===== config.mk =====
export PLATFORM = sky130hd
export DESIGN_NAME = periph_rx_bridge_flat
export DESIGN_NICKNAME = d
export VERILOG_FILES = /design/src/rtl/periph_rx_bridge_if.sv /design/src/rtl/periph_rx_bridge.sv /design/src/flat_wrapper.sv
export SDC_FILE = /design/constraint.sdc
export NUM_CORES = 1
export LEC_CHECK = 0
export CAP_MARGIN = 20
export CORE_MARGIN = 2
export CORE_UTILIZATION = 55
export DETAILED_ROUTE_END_ITERATION = 16
export DONT_BUFFER_PORTS = 1
export PLACE_DENSITY = 0.76
export RECOVER_POWER = 50
export REMOVE_ABC_BUFFERS = 1
export SYNTH_ARGS = -nofsm -noshare
export SYNTH_HDL_FRONTEND = slang
export SYNTH_SLANG_ARGS = --single-unit

===== constraint.sdc =====
create_clock -name clk -period 3.2 [get_ports clk]
set_clock_uncertainty 0.1 [all_clocks]
set_input_delay 0.8 -clock clk [delete_from_list [all_inputs] [get_ports clk]]
set_output_delay 0.8 -clock clk [all_outputs]
set_load 0.05 [all_outputs]

===== src/rtl/periph_rx_bridge_if.sv =====
// Peripheral-to-CPU receive bridge bus: send/ack handshake in, valid/ready out.
// No logic; pure signal bundle, latency is defined by the bridge itself.
// Backpressure: ack withheld while full; out_ready throttles the CPU side.
interface periph_rx_bridge_if #(
  parameter int DATA_W = 4,
  parameter int DEPTH  = 4
);
  localparam int CNT_W = $clog2(DEPTH) + 1;

  // peripheral side
  logic              send;
  logic [DATA_W-1:0] newData;
  logic              ack;
  // cpu side
  logic [DATA_W-1:0] out_data;
  logic              out_valid;
  logic              out_ready;
  logic [CNT_W-1:0]  count;
  logic              full;

  // bridge (responder) view
  modport slave (
    input  send, newData, out_ready,
    output ack, out_data, out_valid, count, full
  );

  // driver view (peripheral + cpu stimulus)
  modport master (
    output send, newData, out_ready,
    input  ack, out_data, out_valid, count, full
  );
endinterface


===== src/rtl/periph_rx_bridge.sv =====
// Captures peripheral words via four-phase send/ack into a FWFT FIFO read by valid/ready.
// Latency: send edge to ack edge SYNC_STAGES+1 clks; word visible the cycle after capture.
// Backpressure: a full FIFO holds ack low so the peripheral stalls; nothing is dropped.
module periph_rx_bridge #(
  parameter int DATA_W      = 4,
  parameter int DEPTH       = 4,
  parameter int SYNC_STAGES = 2
) (
  input  logic                clk,
  input  logic                rst,
  periph_rx_bridge_if.slave   bus
);
  localparam int PTR_W = $clog2(DEPTH);
  localparam int CNT_W = PTR_W + 1;

  typedef enum logic {IDLE, WAIT_LOW} state_t;

  logic [SYNC_STAGES-1:0] sync_q;
  logic                   send_s;
  state_t                 state;
  logic                   ack_q;
  logic [DATA_W-1:0]      mem [DEPTH];
  logic [PTR_W-1:0]       wr_ptr;
  logic [PTR_W-1:0]       rd_ptr;
  logic [CNT_W-1:0]       count_q;
  logic                   full_w;
  logic                   valid_w;
  logic                   push;
  logic                   pop;

  assign send_s  = sync_q[SYNC_STAGES-1];
  assign full_w  = (count_q == CNT_W'(DEPTH));
  assign valid_w = (count_q != '0);
  // full is this cycle's value: a same-cycle pop never frees room for a push
  assign push    = (state == IDLE) && send_s && !full_w;
  assign pop     = valid_w && bus.out_ready;

  // send is foreign-clocked; only this chain ever looks at the raw input
  always_ff @(posedge clk) begin
    if (rst) sync_q <= '0;
    else     sync_q <= {sync_q[SYNC_STAGES-2:0], bus.send};
  end

  // handshake FSM: one capture per send pulse, ack registered
  always_ff @(posedge clk) begin
    if (rst) begin
      state <= IDLE;
      ack_q <= 1'b0;
    end else begin
      case (state)
        IDLE: begin
          if (push) begin
            ack_q <= 1'b1;
            state <= WAIT_LOW;
          end
        end
        WAIT_LOW: begin
          if (!send_s) begin
            ack_q <= 1'b0;
            state <= IDLE;
          end
        end
        default: begin
          ack_q <= 1'b0;
          state <= IDLE;
        end
      endcase
    end
  end

  // storage: newData is stable while send is high, so it is safe to sample here
  always_ff @(posedge clk) begin
    if (push) mem[wr_ptr] <= bus.newData;
  end

  // pointers wrap naturally (DEPTH is a power of two); count tracked explicitly
  always_ff @(posedge clk) begin
    if (rst) begin
      wr_ptr  <= '0;
      rd_ptr  <= '0;
      count_q <= '0;
    end else begin
      if (push) wr_ptr <= wr_ptr + 1'b1;
      if (pop)  rd_ptr <= rd_ptr + 1'b1;
      case ({push, pop})
        2'b10:   count_q <= count_q + 1'b1;
        2'b01:   count_q <= count_q - 1'b1;
        default: count_q <= count_q;
      endcase
    end
  end

  assign bus.ack       = ack_q;
  assign bus.out_data  = mem[rd_ptr];
  assign bus.out_valid = valid_w;
  assign bus.count     = count_q;
  assign bus.full      = full_w;
endmodule


===== src/flat_wrapper.sv =====
// flat-port wrapper written by rule: the top's interface ports become plain ports
module periph_rx_bridge_flat 
#(
  parameter int DATA_W      = 4,
  parameter int DEPTH       = 4,
  parameter int SYNC_STAGES = 2
)
  (clk, rst, bus_send, bus_newData, bus_out_ready, bus_ack, bus_out_data, bus_out_valid, bus_count, bus_full);
  periph_rx_bridge_if #(.DATA_W(DATA_W), .DEPTH(DEPTH)) bus_i ();
  input  logic clk;
  input  logic rst;
  input wire logic [$bits(bus_i.send)-1:0] bus_send;
  input wire logic [$bits(bus_i.newData)-1:0] bus_newData;
  input wire logic [$bits(bus_i.out_ready)-1:0] bus_out_ready;
  output wire logic [$bits(bus_i.ack)-1:0] bus_ack;
  output wire logic [$bits(bus_i.out_data)-1:0] bus_out_data;
  output wire logic [$bits(bus_i.out_valid)-1:0] bus_out_valid;
  output wire logic [$bits(bus_i.count)-1:0] bus_count;
  output wire logic [$bits(bus_i.full)-1:0] bus_full;
  assign bus_i.send = bus_send;
  assign bus_i.newData = bus_newData;
  assign bus_i.out_ready = bus_out_ready;
  assign bus_ack = bus_i.ack;
  assign bus_out_data = bus_i.out_data;
  assign bus_out_valid = bus_i.out_valid;
  assign bus_count = bus_i.count;
  assign bus_full = bus_i.full;
  periph_rx_bridge #(.DATA_W(DATA_W), .DEPTH(DEPTH), .SYNC_STAGES(SYNC_STAGES)) u_core (.clk(clk), .rst(rst), .bus(bus_i));
endmodule

==> metrics.txt <==
status finished clean; placer congestion estimate 0.753; Simple-Gate Fraction of Synth Area 10.2%; Final min period 2750 ps; synthesized flop and latch total 29; die height 50.5 um; Power Internal 577 uW; mux contribution to synthesized area 9.68%; fin. max-slew vios 0; vias in the first global route 681; unrepaired setup endpoints after global routing false; critical-path maximum fanout 6; CTS Buf Count 5; Seq/Total Area, Yosys 62.3%; Clock Latency Late Sink 310 ps; share of layout cells above drive strength 1 18.5%; final hold vios 0; H-tree levels 2; Post-CTS Setup Repair Bufs 0; clock power share 20.6%; synth warn 0; crit start category flop; Antenna diodes 0; register share of total power 49.6%; via count 646; peak supply drop 0.377 mV; xor and xnor fraction of the mapped netlist area 2.95%; Core ar. 2000 um^2; number of routed nets with antenna violations 0; Net Sw Power 319 uW; Post-DP HPWL 1420 um; Slew headroom 45.8%; Sw Share 35.6%; largest net degree at the start of global routing 15; largest family of logic cells by synthesized area simple AND/OR/NAND/NOR gates; Final Cycle Share 85.8%; total iterations of the first detailed-routing run 4; P_leak 0.448 nW; number of distinct library cells after synthesis 23; row cnt 16; post-synthesis area per instance 14.2 um^2; Post-Synth Adder-Cell Area 6.95%; Worst-Margin Slew 813 ps; first-pass GRT wire length 3140 um; Compound-Gate Fraction of Synth Area 4.11%; routed vias/inst 5.43; wire per inst 15.4 um; Post-CTS Hold Buffers 0; CP arrival 2890 ps; leading area contributor after synthesis edfxtp_1; area of the multi-input gates 398 um^2; initial antenna violation count 0; initial DRC count 25; GRT Resource Usage Total 18.1%; critical path required time 3350 ps; worst hold slack 347 ps; Combinational Power Share 29.7%; Netlist Area Pre-Place 1190 um^2; PD cells 707 nW/um^2; Min-Delay Path Class reg2reg; Max Root-Sink Buffers 2; GRT overflow 0; most frequent cells in the layout edfxtp_1, dfxtp_1, inv_1, nor2_1; Ports 18; die width 50.5 um; synth top area cells edfxtp_1, dfxtp_1, mux4_2; Max Cap Violations 0; clk slew on worst S/H paths 80 ps; Worst Setup End Kind flop; FF+latch area 741 um^2; top cell type's share of synthesized area 40.4%; commonest non-fill, non-tap cell in the layout edfxtp_1; TritonCTS clock tree built; Fmax 364 MHz; number of fillers in the final layout 163; clk root buf clkbuf_4; Starting Density 59.4%; Routed WL 1840 um; # clock sinks 29; port buffer count 0; Gate Count Post-Synth 84; Final Setup Violations 0; cts repair resizes 0; die area 2550 um^2; Final TNS setup 0 ps; residual DRC count 0; layout net count 106; WS Path Type reg2reg; area delta synth->final 6.53%
critical path: stages, from the launching register on:
cell	delay [ps]
dfxtp_1	330
clkbuf_1	620
o31a_2	290
ha_1	190
inv_1	60
fa_1	380
xor2_1	160
or3_2	410
a21oi_1	140
cell usage after synthesis:
master	instances
nand2b_1	3
and2_2	4
nor2b_1	2
dfxtp_1	13
or3_2	2
mux2_4	1
and3_1	1
clkbuf_1	1
edfxtp_1	16
xnor2_1	1
or3b_1	1
fa_1	1
xor2_1	3
o31a_2	1
buf_6	1
o21ai_0	2
nor2_1	8
ha_1	5
mux4_2	4
inv_1	8
o311ai_0	1
a21oi_1	4
mux2i_1	1
state kept, by name, summed over array words and instances (netlist names), named ones only:
| name | count |
|---|---|
| u_core.mem | 16 |
| u_core.bus.count | 3 |
| u_core.state | 1 |
| u_core.rd_ptr | 2 |
| u_core.bus.ack | 1 |
| u_core.wr_ptr | 2 |
| u_core.sync_q | 2 |
worst paths after layout:
kind                  startpoint             endpoint  slack [ps]  cells after the start
max          u_core.bus.count[0]  u_core.bus.count[2]         450                      8
min             u_core.sync_q[0]     u_core.sync_q[1]         350                      1
max reg2reg  u_core.bus.count[0]  u_core.bus.count[2]         450                      8
min reg2reg     u_core.sync_q[0]     u_core.sync_q[1]         350                      1
through the flow:
| stage | power, mW | std cells | util [%] | worst slack [ps] | instance area (um^2) |
|---|---|---|---|---|---|
| finish | 0.895 | 119 | 63.2 | 454 | 1270 |
| global route | 0.943 | 119 | 63.2 | 341 | 1270 |
| CTS | 0.908 | 119 | 63.7 | 593 | 1270 |
| detailed placement | 0.725 | 112 | 61.4 | 616 | 1230 |
| global placement | 0.713 | 112 | 61.4 | 671 | 1230 |
| floorplan | 0.678 | 82 | - | 378 | 1170 |
power by group through the flow:
stage	clock network (mW)	logic, mW	registers [mW]
after global routing	0.209	0.285	0.450
after global placement	0	0.261	0.452
final	0.185	0.266	0.444
after detailed placement	0	0.271	0.454
after floorplan	0	0.189	0.490
after CTS	0.191	0.272	0.445
metal layers:
| metal | up-vias | track usage (%) | share of wire (%) |
|---|---|---|---|
| met2 | 16 | 30.9 | 55 |
| li1 | 310 | - | - |
| met3 | 3 | 9.23 | 5.4 |
| met5 | - | 0 | 0 |
| met1 | 317 | 18.9 | 39 |
| met4 | 0 | 6.76 | 1.0 |
cell families after synthesis:
kind of cell,after synthesis
DFF,29
and+or+nand+nor,21
buffers and inverters,10
AOI/OAI and AO/OA,8
muxes,6
adders and majority gates,6
xor gates and xnor gates,4
cell type report:
type / instances / area share (%)
Inverter: 8 / 2.37
Sequential cell: 29 / 58.5
Multi-Input combinational cell: 45 / 31.4
Tap cell: 27 / 2.67
Clock inverter: 1 / 0.296
Clock buffer: 6 / 3.26
Timing Repair Buffer: 3 / 1.48
(Power assumes the default switching activity.)
